## src/rtl/controller_sequencer.sv

```systemverilog
// SAP-1 control unit: six-state one-hot ring counter (T1..T6) plus instruction decoder
// producing the per-cycle control word for PC, MAR, RAM, IR, A, B, ALU and output register.
module controller_sequencer #(
    parameter logic [3:0] OP_LDA = 4'b0000,
    parameter logic [3:0] OP_ADD = 4'b0001,
    parameter logic [3:0] OP_SUB = 4'b0010,
    parameter logic [3:0] OP_OUT = 4'b1110,
    parameter logic [3:0] OP_HLT = 4'b1111
) (
    input  logic       clk,
    input  logic       reset,
    input  logic [3:0] opcode,
    output logic [5:0] t_state,
    output logic       pc_inc,
    output logic       pc_enable,
    output logic       mar_load,
    output logic       ram_enable,
    output logic       ir_load,
    output logic       ir_enable,
    output logic       a_load,
    output logic       a_enable,
    output logic       b_load,
    output logic       alu_sub,
    output logic       alu_enable,
    output logic       out_load,
    output logic       halt
);

    localparam logic [5:0] T1 = 6'b000001;
    localparam logic [5:0] T2 = 6'b000010;
    localparam logic [5:0] T3 = 6'b000100;
    localparam logic [5:0] T4 = 6'b001000;
    localparam logic [5:0] T5 = 6'b010000;
    localparam logic [5:0] T6 = 6'b100000;

    logic [5:0] t_state_q;
    logic [5:0] t_state_d;
    logic [5:0] ring_rot;
    logic       halt_q;
    logic       halt_d;

    // Left rotation of the ring: T6 wraps back into T1.
    genvar gi;
    generate
        for (gi = 0; gi < 6; gi++) begin : g_rot
            assign ring_rot[gi] = t_state_q[(gi + 5) % 6];
        end
    endgenerate

    // State register
    always_ff @(posedge clk) begin
        if (reset) begin
            t_state_q <= T1;
            halt_q    <= 1'b0;
        end else begin
            t_state_q <= t_state_d;
            halt_q    <= halt_d;
        end
    end

    // Next-state logic; a corrupted ring recovers to T1 even while halted.
    always_comb begin
        t_state_d = ring_rot;
        halt_d    = halt_q;
        if (!$onehot(t_state_q)) begin
            t_state_d = T1;
        end else if (halt_q) begin
            t_state_d = t_state_q;
        end else if ((t_state_q == T4) && (opcode == OP_HLT)) begin
            t_state_d = T4;
            halt_d    = 1'b1;
        end
    end

    // Output decode. HLT's own T4 and every halted cycle leave all controls low.
    always_comb begin
        pc_inc     = 1'b0;
        pc_enable  = 1'b0;
        mar_load   = 1'b0;
        ram_enable = 1'b0;
        ir_load    = 1'b0;
        ir_enable  = 1'b0;
        a_load     = 1'b0;
        a_enable   = 1'b0;
        b_load     = 1'b0;
        alu_sub    = 1'b0;
        alu_enable = 1'b0;
        out_load   = 1'b0;
        if (!halt_q) begin
            case (t_state_q)
                T1: begin
                    pc_enable = 1'b1;
                    mar_load  = 1'b1;
                end
                T2: begin
                    pc_inc = 1'b1;
                end
                T3: begin
                    ram_enable = 1'b1;
                    ir_load    = 1'b1;
                end
                T4: begin
                    if ((opcode == OP_LDA) || (opcode == OP_ADD) || (opcode == OP_SUB)) begin
                        ir_enable = 1'b1;
                        mar_load  = 1'b1;
                    end else if (opcode == OP_OUT) begin
                        a_enable = 1'b1;
                        out_load = 1'b1;
                    end
                end
                T5: begin
                    if (opcode == OP_LDA) begin
                        ram_enable = 1'b1;
                        a_load     = 1'b1;
                    end else if ((opcode == OP_ADD) || (opcode == OP_SUB)) begin
                        ram_enable = 1'b1;
                        b_load     = 1'b1;
                    end
                end
                T6: begin
                    if ((opcode == OP_ADD) || (opcode == OP_SUB)) begin
                        alu_enable = 1'b1;
                        a_load     = 1'b1;
                        alu_sub    = (opcode == OP_SUB);
                    end
                end
                default: begin
                end
            endcase
        end
    end

    assign t_state = t_state_q;
    assign halt    = halt_q;

endmodule

```

## config.mk

```make
export PLATFORM = sky130hd
export DESIGN_NAME = controller_sequencer
export DESIGN_NICKNAME = d
export VERILOG_FILES = /design/src/rtl/controller_sequencer.sv
export SDC_FILE = /design/constraint.sdc
export NUM_CORES = 1
export LEC_CHECK = 0
export BUFFER_PORTS_ARGS = -buffer_cell sky130_fd_sc_hd__buf_4
export CAP_MARGIN = 20
export CORE_MARGIN = 5
export CORE_UTILIZATION = 40
export CTS_BUF_LIST = sky130_fd_sc_hd__clkbuf_4 sky130_fd_sc_hd__clkbuf_8
export CTS_CLUSTER_SIZE = 24
export DETAILED_ROUTE_END_ITERATION = 7
export PLACE_DENSITY = 0.69
export SLEW_MARGIN = 0
export SYNTH_ARGS = -nofsm -noshare
export SYNTH_HDL_FRONTEND = slang
export SYNTH_SLANG_ARGS = --single-unit
```

## constraint.sdc

```tcl
create_clock -name clk -period 4.9 [get_ports clk]
set_clock_uncertainty 0.2 [all_clocks]
set_input_delay 0.98 -clock clk [delete_from_list [all_inputs] [get_ports clk]]
set_output_delay 0.98 -clock clk [all_outputs]
set_load 0.005 [all_outputs]
```

==> metrics.txt <==
chip height 48.6 um; first-pass GRT wire length 2.44 mm; Post-Synthesis Cells 70; switching share of total power 0.362; DRT antenna net count 0; WP buf/inv 2; Worst-Skew Late Latency 250 ps; Die X 48.6 um; Area growth, synth to finish 35.6%; DR pass1 iterations 3; Worst Hold Class reg -> reg; clock slew at reported path FFs 50 ps; routed vias 557; Clock Path Buffers 2; DP Wirelength 1.16 mm; dominant cell type by area after synthesis dfxtp_1; Clock Root Buffer clkbuf_4; Worst Setup End Kind flop; Crit path largest cell delay 660 ps; syn avg cell area 8.53 um^2; PortBufs 24; Internal Power 0.000176 W; Final Hold Fails 0; Tcrit/Tclk final 0.703; IR drop worst, VDD 0.000259 V; antenna cell count 0; register area share after synthesis 0.235; Mapped Area 597 um^2; remaining global-route overflow 0; DIE AREA 0.00236 mm^2; # rows 14; Yosys cell types 28; Crit Path Max Fanout 7; max-slew violations 0; CP most frequent cell fa_1; CTS Buf Count 3; Final Cell Area 810 um^2; CTS sink cnt 7; gpl congestion 0.739; # DRC 0; max cap viols 0; power density cells 341 mW/mm^2; DR WL/cell 12.3 um; Combinational Power Share 0.502; Leakage Power 0.376 nW; slew margin rel. 0.650; CTS tree built; # setup viols final 0; R2R setup slack 1460 ps; initial antenna violation count 0; crit path time final 3440 ps; hold_buf cts 0; overall routing resource usage 0.126; DR vias/cell 5.02; H-tree Lvls 1; RR Startpoint t_state[0]; clock power share 0.203; CP Class reg -> reg; top cells by area, synth dfxtp_1 (23%), fa_1 (10%), ha_1 (8.4%); Initial Util 0.410; Final #Nets 109; Max Clock Freq 0.290 GHz; Setup Buffers After CTS 0; min-delay src t_state[0]; final setup TNS 0 ps; fill cell count 149; CP Cell Sequence inv_1 > fa_1 > fa_1 > inv_1 > ha_1 > fa_1 > or4b_1 > a211o_1; area of the core 0.00145 mm^2; WL final 1.37 mm; WP data arrival 3380 ps; slowest cell on the critical path or4b_1; Synth top area share 0.235; maximum number of pins on one net before global-route repair 14; Synthesized Nets 83; Worst setup SP type flop; Yosys warning count 0; sequential power share 0.295; num ports 25; Setup crit start t_state[0]; status completed; layout cells sized above 1 0.326; placed instance area 779 um^2; vias in the first global route 565; WP data required 4840 ps; Least-Margin Pin Slew 524 ps; #FFs+latches synth 7; Post-CTS Resized 0; initial drt markers 5; Sw Pwr 0.000100 W; Top Family by Delay on Critical Path adder cells; setup repair after global routing missed its margin no
metrics by stage:
| step | utilization | worst slack [ps] | total power (W) | hold slack, ps | cells |
|---|---|---|---|---|---|
| floorplan | - | 1600 | 0.000168 | 332 | 70 |
| finish | 0.557 | 1460 | 0.000276 | 360 | 111 |
| detailed placement | 0.536 | 1460 | 0.000223 | 347 | 107 |
| global route | 0.557 | 1320 | 0.000305 | 393 | 111 |
| CTS | 0.557 | 1460 | 0.000281 | 359 | 111 |
| global placement | 0.536 | 1520 | 0.000221 | 331 | 107 |
kinds of logic after synthesis:
kind of cell / share of synthesized area
AO/OA/AOI/OAI: 0.0860
multiplexers: 0.0671
buffers and inverters: 0.0923
AND/OR/NAND/NOR: 0.321
adder cells (fa/ha/maj): 0.184
XOR/XNOR: 0.0147
flip-flops: 0.235
cells in the final DEF, fill, tap and decap left out, types with 4 or more instances in the layout:
cell type | synthesis | final
buf_4 | 1 | 24
clkbuf_4 | 0 | 4
dfxtp_1 | 7 | 7
ha_1 | 4 | 4
inv_1 | 10 | 10
mux2i_1 | 4 | 4
nand2_1 | 4 | 4
nor2_1 | 7 | 7
nor3_1 | 5 | 5
cell type report:
| class | count | area, um^2 | area share |
|---|---|---|---|
| Timing Repair Buffer | 24 | 180 | 0.223 |
| Inverter | 10 | 37.5 | 0.0464 |
| Multi-Input combinational cell | 50 | 402 | 0.496 |
| Tap cell | 16 | 20.0 | 0.0247 |
| Sequential cell | 7 | 140 | 0.173 |
| Clock buffer | 4 | 30.0 | 0.0371 |
worst paths after layout:
check,end,cells after the start
worst max-delay path,t_state[0],8
worst min register to register,t_state[0],1
worst min-delay path,t_state[0],1
worst max register to register,t_state[0],8
flip-flops by register name, indices dropped and copies added (netlist names):
register	cells
t_state	6
halt	1
cell usage after synthesis:
master	instances
a221oi_2	1
xor2_1	1
inv_1	10
and3b_1	1
mux2i_1	4
a21o_1	1
dfxtp_1	7
or4b_1	1
nor2b_1	1
o31ai_1	1
o22ai_1	1
buf_2	2
nand3_1	3
fa_1	3
nor4b_2	2
and2_1	3
and3_1	1
and4_1	1
nor4_1	1
a211o_1	1
nor3_1	5
nor2_1	7
nor4b_1	1
ha_1	4
buf_4	1
nand2_1	4
nand2b_1	1
a31oi_1	1
power groups by stage:
stage          combinational (W)   clock, W  sequential, W
3_5_place_dp            0.000140          0      0.0000826
3_3_place_gp            0.000138          0      0.0000820
5_1_grt                 0.000162  0.0000600      0.0000834
6_report                0.000139  0.0000560      0.0000815
2_1_floorplan          0.0000881          0      0.0000800
4_1_cts                 0.000141  0.0000586      0.0000814
layer usage:
| metal | vias to the layer above | routed length (um) | GRT usage |
|---|---|---|---|
| li1 | 287 | - | - |
| met1 | 253 | 635 | 0.153 |
| met2 | 15 | 637 | 0.204 |
| met3 | 2 | 87 | 0.0307 |
| met4 | 0 | 9 | 0.0673 |
| met5 | - | 0 | 0 |
(Power assumes the default switching activity.)
